[config.mk]
export PLATFORM = sky130hd
export DESIGN_NAME = dm_port_arbiter
export DESIGN_NICKNAME = d
export VERILOG_FILES = /design/src/rtl/dm_port_arbiter.sv
export SDC_FILE = /design/constraint.sdc
export NUM_CORES = 1
export LEC_CHECK = 0
export CORE_MARGIN = 2
export CORE_UTILIZATION = 37
export DETAILED_ROUTE_END_ITERATION = 16
export GPL_TIMING_DRIVEN = 0
export PLACE_DENSITY = 0.76
export SLEW_MARGIN = 20
export SYNTH_ARGS = -nofsm -noshare
export SYNTH_HDL_FRONTEND = slang
export SYNTH_SLANG_ARGS = --single-unit
[constraint.sdc]
create_clock -name clk -period 1.5 [get_ports clk]
set_clock_uncertainty 0.05 [all_clocks]
set_input_delay 0.225 -clock clk [delete_from_list [all_inputs] [get_ports clk]]
set_output_delay 0.225 -clock clk [all_outputs]
set_load 0.02 [all_outputs]
[src/rtl/dm_port_arbiter.sv]
// Two-master arbiter for the single-port data memory: arbitrate, drive one access, ack.
// Byte addresses and data pass through at full width; dm handles word addressing.
module dm_port_arbiter #(
    parameter int unsigned AW          = 32,
    parameter int unsigned DW          = 32,
    parameter bit          M0_PRIORITY = 1'b0
) (
    input  logic          clk,
    input  logic          reset,
    input  logic          m0_req,
    input  logic          m0_we,
    input  logic [AW-1:0] m0_addr,
    input  logic [DW-1:0] m0_wdata,
    output logic          m0_ack,
    output logic [DW-1:0] m0_rdata,
    input  logic          m1_req,
    input  logic          m1_we,
    input  logic [AW-1:0] m1_addr,
    input  logic [DW-1:0] m1_wdata,
    output logic          m1_ack,
    output logic [DW-1:0] m1_rdata,
    output logic [AW-1:0] dm_addr,
    output logic [DW-1:0] dm_data_in,
    output logic          dm_MemWrite,
    output logic          dm_MemRead,
    input  logic [DW-1:0] dm_data_out,
    output logic          busy
);

    typedef enum logic [1:0] {IDLE, ACCESS, RESP} state_t;

    state_t        state_q, state_d;
    logic          owner_q, owner_d;            // 0 = m0, 1 = m1
    logic          last_grant_q, last_grant_d;
    logic          we_q, we_d;
    logic [AW-1:0] addr_q, addr_d;
    logic [DW-1:0] wdata_q, wdata_d;
    logic [DW-1:0] m0_rdata_q, m0_rdata_d;
    logic [DW-1:0] m1_rdata_q, m1_rdata_d;

    logic cand0, cand1, grant_valid, grant_sel;

    // In RESP the owner's req is still the one just served, so it is masked;
    // m0-priority mode keeps m0 ahead whenever both lines are raised.
    always_comb begin
        cand0 = m0_req;
        cand1 = m1_req;
        if ((state_q == RESP) && !(M0_PRIORITY && m0_req && m1_req)) begin
            if (owner_q) cand1 = 1'b0;
            else         cand0 = 1'b0;
        end
        grant_valid = cand0 | cand1;
        if (cand0 && cand1) grant_sel = M0_PRIORITY ? 1'b0 : ~last_grant_q;
        else                grant_sel = cand1;
    end

    always_comb begin
        state_d      = state_q;
        owner_d      = owner_q;
        last_grant_d = last_grant_q;
        we_d         = we_q;
        addr_d       = addr_q;
        wdata_d      = wdata_q;
        m0_rdata_d   = m0_rdata_q;
        m1_rdata_d   = m1_rdata_q;
        case (state_q)
            IDLE, RESP: begin
                if (grant_valid) begin
                    state_d      = ACCESS;
                    owner_d      = grant_sel;
                    last_grant_d = grant_sel;
                    we_d         = grant_sel ? m1_we    : m0_we;
                    addr_d       = grant_sel ? m1_addr  : m0_addr;
                    wdata_d      = grant_sel ? m1_wdata : m0_wdata;
                end else begin
                    state_d = IDLE;
                end
            end
            ACCESS: begin
                state_d = RESP;
                if (owner_q) m1_rdata_d = we_q ? '0 : dm_data_out;
                else         m0_rdata_d = we_q ? '0 : dm_data_out;
            end
            default: state_d = IDLE;
        endcase
    end

    always_ff @(posedge clk) begin
        if (!reset) begin
            state_q      <= IDLE;
            owner_q      <= 1'b0;
            last_grant_q <= 1'b1;
            we_q         <= 1'b0;
            addr_q       <= '0;
            wdata_q      <= '0;
            m0_rdata_q   <= '0;
            m1_rdata_q   <= '0;
        end else begin
            state_q      <= state_d;
            owner_q      <= owner_d;
            last_grant_q <= last_grant_d;
            we_q         <= we_d;
            addr_q       <= addr_d;
            wdata_q      <= wdata_d;
            m0_rdata_q   <= m0_rdata_d;
            m1_rdata_q   <= m1_rdata_d;
        end
    end

    // Acks and the write strobe are gated by reset so an abandoned access never completes.
    always_comb begin
        m0_ack      = reset && (state_q == RESP) && !owner_q;
        m1_ack      = reset && (state_q == RESP) && owner_q;
        m0_rdata    = m0_rdata_q;
        m1_rdata    = m1_rdata_q;
        dm_addr     = (state_q == ACCESS) ? addr_q  : '0;
        dm_data_in  = (state_q == ACCESS) ? wdata_q : '0;
        dm_MemWrite = (state_q == ACCESS) && we_q && reset;
        dm_MemRead  = (state_q == ACCESS) && !we_q;
        busy        = (state_q != IDLE);
    end

endmodule

**Word level (Yosys, flattened, before mapping)**

Index checks and enable logic that the tools add are counted.
Widths: inputs -> output; s select.

- Input port bits: 166
- Register bits: 133
- Logic and storage cells: 41
- Output and inout bits: 133

- Mux-type cells: 13
- Equal/unequal tests: 2
- Reductions and logical operators: 15
- Bitwise logic cells: 3

Operator list:

| kind | number |
|---|---|
| $mux 32 | 5 |
| $logic_and 1x1->1 | 7 |
| $mux 1 | 7 |
| $reduce_and 2->1 | 3 |
| $pmux 2 s2 | 1 |
| $eq 2x1->1 const B | 1 |
| $eq 2x2->1 const B | 1 |
| $logic_not 1->1 | 2 |
| $logic_not 2->1 | 1 |
| $not 1->1 | 2 |
| $reduce_bool 2->1 | 1 |
| $reduce_or 2->1 | 1 |
| $or 1x1->1 | 1 |

**Longest topological paths before layout**

Gate-level depths: netlist of run 1.

- Depth in word-level cells: 5
- Mapped depth: 7
- Depth with buffers taken out: 4

**Worst setup path before layout of run 1**

No wires, ideal clock.

- Kind: register to output
- Start: register state_q[0]
- End: output dm_addr[12]
- Setup slack: -0.134 ns
- Data arrival time: 1.359 ns
- Stages on the path, launching flop included: 5
- Path through: dfxtp_1 nor2b_1 clkbuf_1 clkbuf_1 and2_1

- Word-level cells in the longest chain between the ends: 2

Ends and longest elaborated chain:

| item | line | source |
|---|---|---|
| start: declaration | 32 | `state_t state_q, state_d;` |
| start signal: assignment | 99 | `state_q <= state_d;` |
| $eq 2x1->1 | 116 | `dm_addr = (state_q == ACCESS) ? addr_q : '0;` |
| $mux 32 | 116 |  |
| end: declaration | 22 | `output logic [AW-1:0] dm_addr,` |

Every way passes these cells.

**Worst setup path in the final report of run 1**

- Start: register state_q[0]
- End: output m0_ack

- Word-level cells in the longest chain between the ends: 3

Ends and longest elaborated chain:

| item | line | source |
|---|---|---|
| $eq 2x2->1 | 112 | `m0_ack = reset && (state_q == RESP) && !owner_q;` |
| $logic_and 1x1->1 (2 in series) | 112 |  |
| end: declaration | 14 | `output logic m0_ack,` |

Every way passes these cells.

==> flow_metrics.env, run 1 <==
export IMPL_status="finished with violations"
export IMPL_violations="setup timing"
export IMPL_clockRootBuffer="clkbuf_16"
export IMPL_min_period_over_period_pct=127
export IMPL_die_area_um2=17500
export IMPL_fmax_mhz=523
export IMPL_critPathLaunchType="flip-flop"
export IMPL_track_usage_pct=29.2
export IMPL_hold_viol=0
export IMPL_utilization_pct=77.3
export IMPL_cts_buffer_depth=2
export IMPL_postSynthCellCount=784
export IMPL_grt_pass1_vias=7558
export IMPL_crit_type="reg2out"
export IMPL_final_common_cell="nand2_1"
export IMPL_hold_buffers=0
export IMPL_worstSetupEndpointType="output pin"
export IMPL_nets=1330
export IMPL_path_common_cell="buf_4"
export IMPL_cts_htree_levels=4
export IMPL_min_period_ns=1.91
export IMPL_maxSlewViolCount=0
export IMPL_fp_dieW_um=132
export IMPL_grt_overflow_total=0
export IMPL_grt_pass1_wl_um=40100
export IMPL_synth_warnings=0
export IMPL_io_pin_count=299
export IMPL_fin_hold_ws_ns=0.328
export IMPL_ir_drop_uv=830
export IMPL_tritoncts="done"
export IMPL_drv_cap=0
export IMPL_crit_required_ns=1.22
export IMPL_synth_seq_area_share_pct=43.8
export IMPL_ant_nets=0
export IMPL_syn_area_um2=6080
export IMPL_rows=46
export IMPL_final_fill_count=1110
export IMPL_grt_max_degree=17
export IMPL_yosysUniqueCellTypes=26
export IMPL_gp_congestion=0.851
export IMPL_routed_wl_um=27200
export IMPL_powerDensity_nw_per_um2=972
export IMPL_cp_max_fo=4
export IMPL_synth_seq_cells=133
export IMPL_wl_per_cell_um=19.5
export IMPL_clkTransAtPathRegs_ns=0.06
export IMPL_dp_slack_ns=-1.01
export IMPL_via_per_inst=5.20
export IMPL_final_cell_mix="nand2_1, clkdlybuf4s50_1, dfxtp_1"
export IMPL_slew_headroom_pct=42.6
export IMPL_avgSynthCellArea_um2=7.76
export IMPL_fp_dieH_um=132
export IMPL_post_route_drc_count=0
export IMPL_start_util_pct=38.0
export IMPL_setup_viol=135
export IMPL_rsz0062_at_grt="yes"
export IMPL_hp_class="in2reg"
export IMPL_arrival_ns=1.64
export IMPL_dp_hpwl_um=16600
export IMPL_core_um2=16000
export IMPL_clk_latency_ns=0.43
export IMPL_numCtsBuffers=17
export IMPL_synth_nets=950
export IMPL_layout_drive_gt1_share_pct=37.0
export IMPL_critPathSlowestCell="dfxtp_4"
export IMPL_antenna_found_initial=1
export IMPL_yosys_area_top_type="dfxtp_1"
export IMPL_dr_pass1_iters=5
export IMPL_yosysTopAreaCellShare_pct=43.8
export IMPL_drtIter0Drc=396
export IMPL_power_mw=12.0
export IMPL_p_leak_nw=6.03
export IMPL_io_buffers=298
export IMPL_cts_sinks=133
export IMPL_worst_slew_pin_slew_ns=0.861
export IMPL_crit_path_cell_trace="buf_12, buf_8, nor2b_4, buf_4, nand2_1, nor2_1, buf_4"
export IMPL_vias=7250
export IMPL_critical_path_max_stage_delay_ns=0.35
export IMPL_fin_ws_ns=-0.411
export IMPL_area_growth_synth_to_final_pct=103
export IMPL_synth_area_leaders="dfxtp_1, nand2_1, a21oi_1, a311oi_1, and2_1"
==> sequential cells by signal, indices dropped and copies added (netlist names) <==
name / cells
last_grant_q: 1
owner_q: 1
state_q: 2
m1_rdata: 32
wdata_q: 32
we_q: 1
addr_q: 32
m0_rdata: 32
==> repair_timing <==
item | 4_1_cts | 5_1_grt
endpoints found under the hold margin | 0 | 0
cloned | 19 | 2
gates resized for setup | 667 | 246
buffers inserted | 47 | 15
pin swaps | 97 | 78
endpoints found under the setup margin | 264 | 264
==> routing by layer <==
| layer | vias to the layer above | track usage, % | routed length [um] |
|---|---|---|---|
| li1 | 3427 | - | - |
| met1 | 3440 | 31.8 | 10300 |
| met2 | 328 | 52.3 | 14100 |
| met3 | 55 | 8.69 | 1990 |
| met4 | 0 | 13.6 | 794 |
| met5 | - | 0 | 0 |
==> stage by stage <==
stage | cell area (um2) | setup TNS [ns] | instances
floorplan | 6150 | -0.127 | 784
global placement | 9410 | -143.77 | 1298
detailed placement | 9410 | -145.72 | 1298
CTS | 11800 | -59.70 | 1396
global route | 12400 | -49.82 | 1394
finish | 12400 | -41.61 | 1394
==> power by group <==
group	internal (mW)	switching [mW]
logic	1.84	1.61
registers	3.81	0.162
clock network	2.90	1.72
total	8.54	3.49
==> worst max-delay path, delay by kind of cell (launching register included) <==
kind	cells	cell delay (ns)
flops	1	0.35
simple gates	3	0.31
buf+inv	4	0.55
==> final timing paths <==
kind / start / to / slack, ns / depth (start not counted)
max: state_q[0]$_SDFF_PN0_ / m0_ack / -0.41 / 7
min: m0_wdata[3] / wdata_q[3]$_SDFFE_PN0P_ / 0.33 / 3
max reg2reg: state_q[0]$_SDFF_PN0_ / addr_q[9]$_SDFFE_PN0P_ / -0.36 / 10
min reg2reg: m0_rdata[1]$_SDFFE_PN0P_ / m0_rdata[1]$_SDFFE_PN0P_ / 0.40 / 2
==> synthesized netlist by cell type, drive strengths merged <==
cell type,count
clkbuf,43
a21oi,129
a21o,1
nand2,262
o21a,1
o211ai,1
and3,2
a31oi,1
o211a,1
a211o,1
and2,66
a311oi,65
nand2b,3
a21boi,1
buf,30
nand3b,1
dfxtp,133
or2,1
nor2,6
inv,1
nor2b,34
clkinv,1
==> kinds of logic after synthesis <==
kind of cell | Yosys count | share of synthesized area, %
flops | 133 | 43.8
simple gates | 375 | 27.6
compound gates | 201 | 22.6
buf+inv | 75 | 6.05
==> area by class of cell <==
cell class              instances  area [um2]  share of cell area (%)
clock inverters                13         194                    1.57
well taps                     216         270                    2.18
multi-input cells             576        3890                    31.4
clock buffers                  19         453                    3.66
inverters                       2        7.51                  0.0607
repair buffers                368        4180                    33.8
flip-flops and latches        133        2680                    21.6
diodes                          1        2.50                  0.0202
plain buffers                  66         704                    5.69
(Power assumes the default switching activity.)
==> run 2: changes to the inputs <==
CORE_MARGIN = 4   (was 2)
==> flow_metrics.env, run 2 (synthesis gave the netlist of run 1 again) <==
export IMPL_final_common_cell="nand2_1"
export IMPL_clk_latency_ns=0.41
export IMPL_routed_wl_um=24000
export IMPL_rsz0062_at_grt="yes"
export IMPL_min_from="m0_wdata[2]"
export IMPL_min_period_over_period_pct=126
export IMPL_core_um2=16000
export IMPL_cts_sinks=133
export IMPL_worstSetupEndpointType="output pin"
export IMPL_r2r_setup_slack_ns=-0.31
export IMPL_dr_pass1_iters=4
export IMPL_violations="setup timing"
export IMPL_arrival_ns=1.61
export IMPL_maxSlewViolCount=0
export IMPL_fin_hold_ws_ns=0.329
export IMPL_placed_area_um2=9410
export IMPL_setup_viol=136
export IMPL_ir_drop_uv=806
export IMPL_cts_htree_levels=4
export IMPL_io_pin_count=299
export IMPL_area_growth_synth_to_final_pct=80.9
export IMPL_layout_drive_gt1_share_pct=27.3
export IMPL_nets=1298
export IMPL_tritoncts="done"
export IMPL_r2r_start="state_q[0]$_SDFF_PN0_"
export IMPL_r2r_cells=8
export IMPL_numCtsBuffers=17
export IMPL_clkTransAtPathRegs_ns=0.06
export IMPL_fin_ws_ns=-0.389
export IMPL_gp_congestion=0.844
export IMPL_post_route_drc_count=0
export IMPL_drv_cap=0
export IMPL_worst_slew_pin_slew_ns=0.668
export IMPL_fp_dieH_um=136
export IMPL_crit_required_ns=1.22
export IMPL_grt_max_degree=17
export IMPL_fmax_mhz=529
export IMPL_utilization_pct=68.8
export IMPL_critPathLaunchType="flip-flop"
export IMPL_power_mw=10.8
export IMPL_ant_nets=0
export IMPL_diodes=0
export IMPL_post_place_cells=1298
export IMPL_rr_endpoint="addr_q[2]$_SDFFE_PN0P_"
export IMPL_wl_per_cell_um=17.6
export IMPL_slew_headroom_pct=55.5
export IMPL_powerDensity_nw_per_um2=985
export IMPL_cts_buffer_depth=2
export IMPL_final_cell_mix="nand2_1, clkdlybuf4s50_1, dfxtp_1"
export IMPL_min_period_ns=1.89
export IMPL_instances_no_fill=1361
export IMPL_crit_type="reg2out"
export IMPL_die_area_um2=18600
export IMPL_stdcell_area_um2=11000
export IMPL_grt_pass1_wl_um=35000
export IMPL_p_leak_nw=4.65
export IMPL_worst_hold_path_endpoint="wdata_q[2]$_SDFFE_PN0P_"
export IMPL_hold_viol=0
export IMPL_start_util_pct=38.0
export IMPL_fp_dieW_um=136
export IMPL_track_usage_pct=24.2
export IMPL_grt_overflow_total=0
export IMPL_vias=6868
export IMPL_via_per_inst=5.05
export IMPL_clockRootBuffer="clkbuf_16"
export IMPL_antenna_found_initial=1
export IMPL_grt_pass1_vias=6673
export IMPL_hp_class="in2reg"
export IMPL_rows=46
export IMPL_io_buffers=298
export IMPL_cp_max_fo=10
export IMPL_dp_hpwl_um=17000
export IMPL_status="finished with violations"
export IMPL_drtIter0Drc=268
export IMPL_holdPathStages=3
run 2: cell types whose count changed in the layout (fill, tap and decap cells not counted), moves of 9 or more:
cell and change:
a311oi_1 +23, a311oi_2 -23, buf_12 -16, buf_6 -9, dlygate4sd2_1 +64, dlymetal6s2s_1 -64
nand2_1 +66, nand2_2 -39, nand2_4 -27
run 2: what timing repair did:
item / 4_1_cts / 5_1_grt
hold buffers: 0 / 0
buffers inserted: 14 / 11
cloned: 5 / 5
setup endpoints to repair: 264 / 200
endpoints found under the hold margin: 0 / 0
pin swaps: 36 / 18
gates resized for setup: 624 / 90
run 2: cell type report:
cell class,count,area [um2]
fillers,1376,5000
multi-input cells,576,3430
repair buffers,333,3380
flip-flops and latches,133,2680
plain buffers,69,667
clock buffers,21,450
well taps,216,270
clock inverters,11,128
inverters,2,7.51
run 2: how the worst max path moves through the flow:
stage,slack (ns),endpoint,start
after floorplan,-0.005,wdata_q[10]$_SDFFE_PN0P_,owner_q$_SDFFE_PN0P_
after detailed placement,-1.04,dm_addr[18],state_q[0]$_SDFF_PN0_
after global placement,-1.03,dm_addr[18],state_q[0]$_SDFF_PN0_
after global routing,-0.45,dm_addr[29],state_q[1]$_SDFF_PN0_
final,-0.39,dm_addr[29],state_q[1]$_SDFF_PN0_
after CTS,-0.39,dm_addr[29],state_q[1]$_SDFF_PN0_
run 2: where the power goes:
part | total (mW) | switching (mW) | internal [mW]
sequential | 3.96 | 0.149 | 3.81
combinational | 2.77 | 1.32 | 1.45
clock | 4.12 | 1.62 | 2.50
total | 10.8 | 3.09 | 7.75
run 2: critical path: stages (launching register included):
cell       delay [ns]
dfxtp_4          0.36
nor2b_4          0.19
clkbuf_16        0.21
clkbuf_16        0.16
and2_4           0.16
buf_6            0.11
run 2: through the flow:
stage / setup TNS [ns] / setup slack, ns
after detailed placement: -147.59 / -1.04
after floorplan: -0.127 / -0.00516
final: -36.98 / -0.389
after global placement: -147.60 / -1.03
after global routing: -46.54 / -0.445
after CTS: -35.03 / -0.385
run 2: layer usage:
metal	vias up	share of wire [%]	global-route usage, %	wire length [um]
met2	265	50	42.2	12000
met1	3216	39	27.1	9370
li1	3349	-	-	-
met4	2	1.7	8.06	412
met5	-	0.075	0	18
met3	36	9.2	9.40	2210
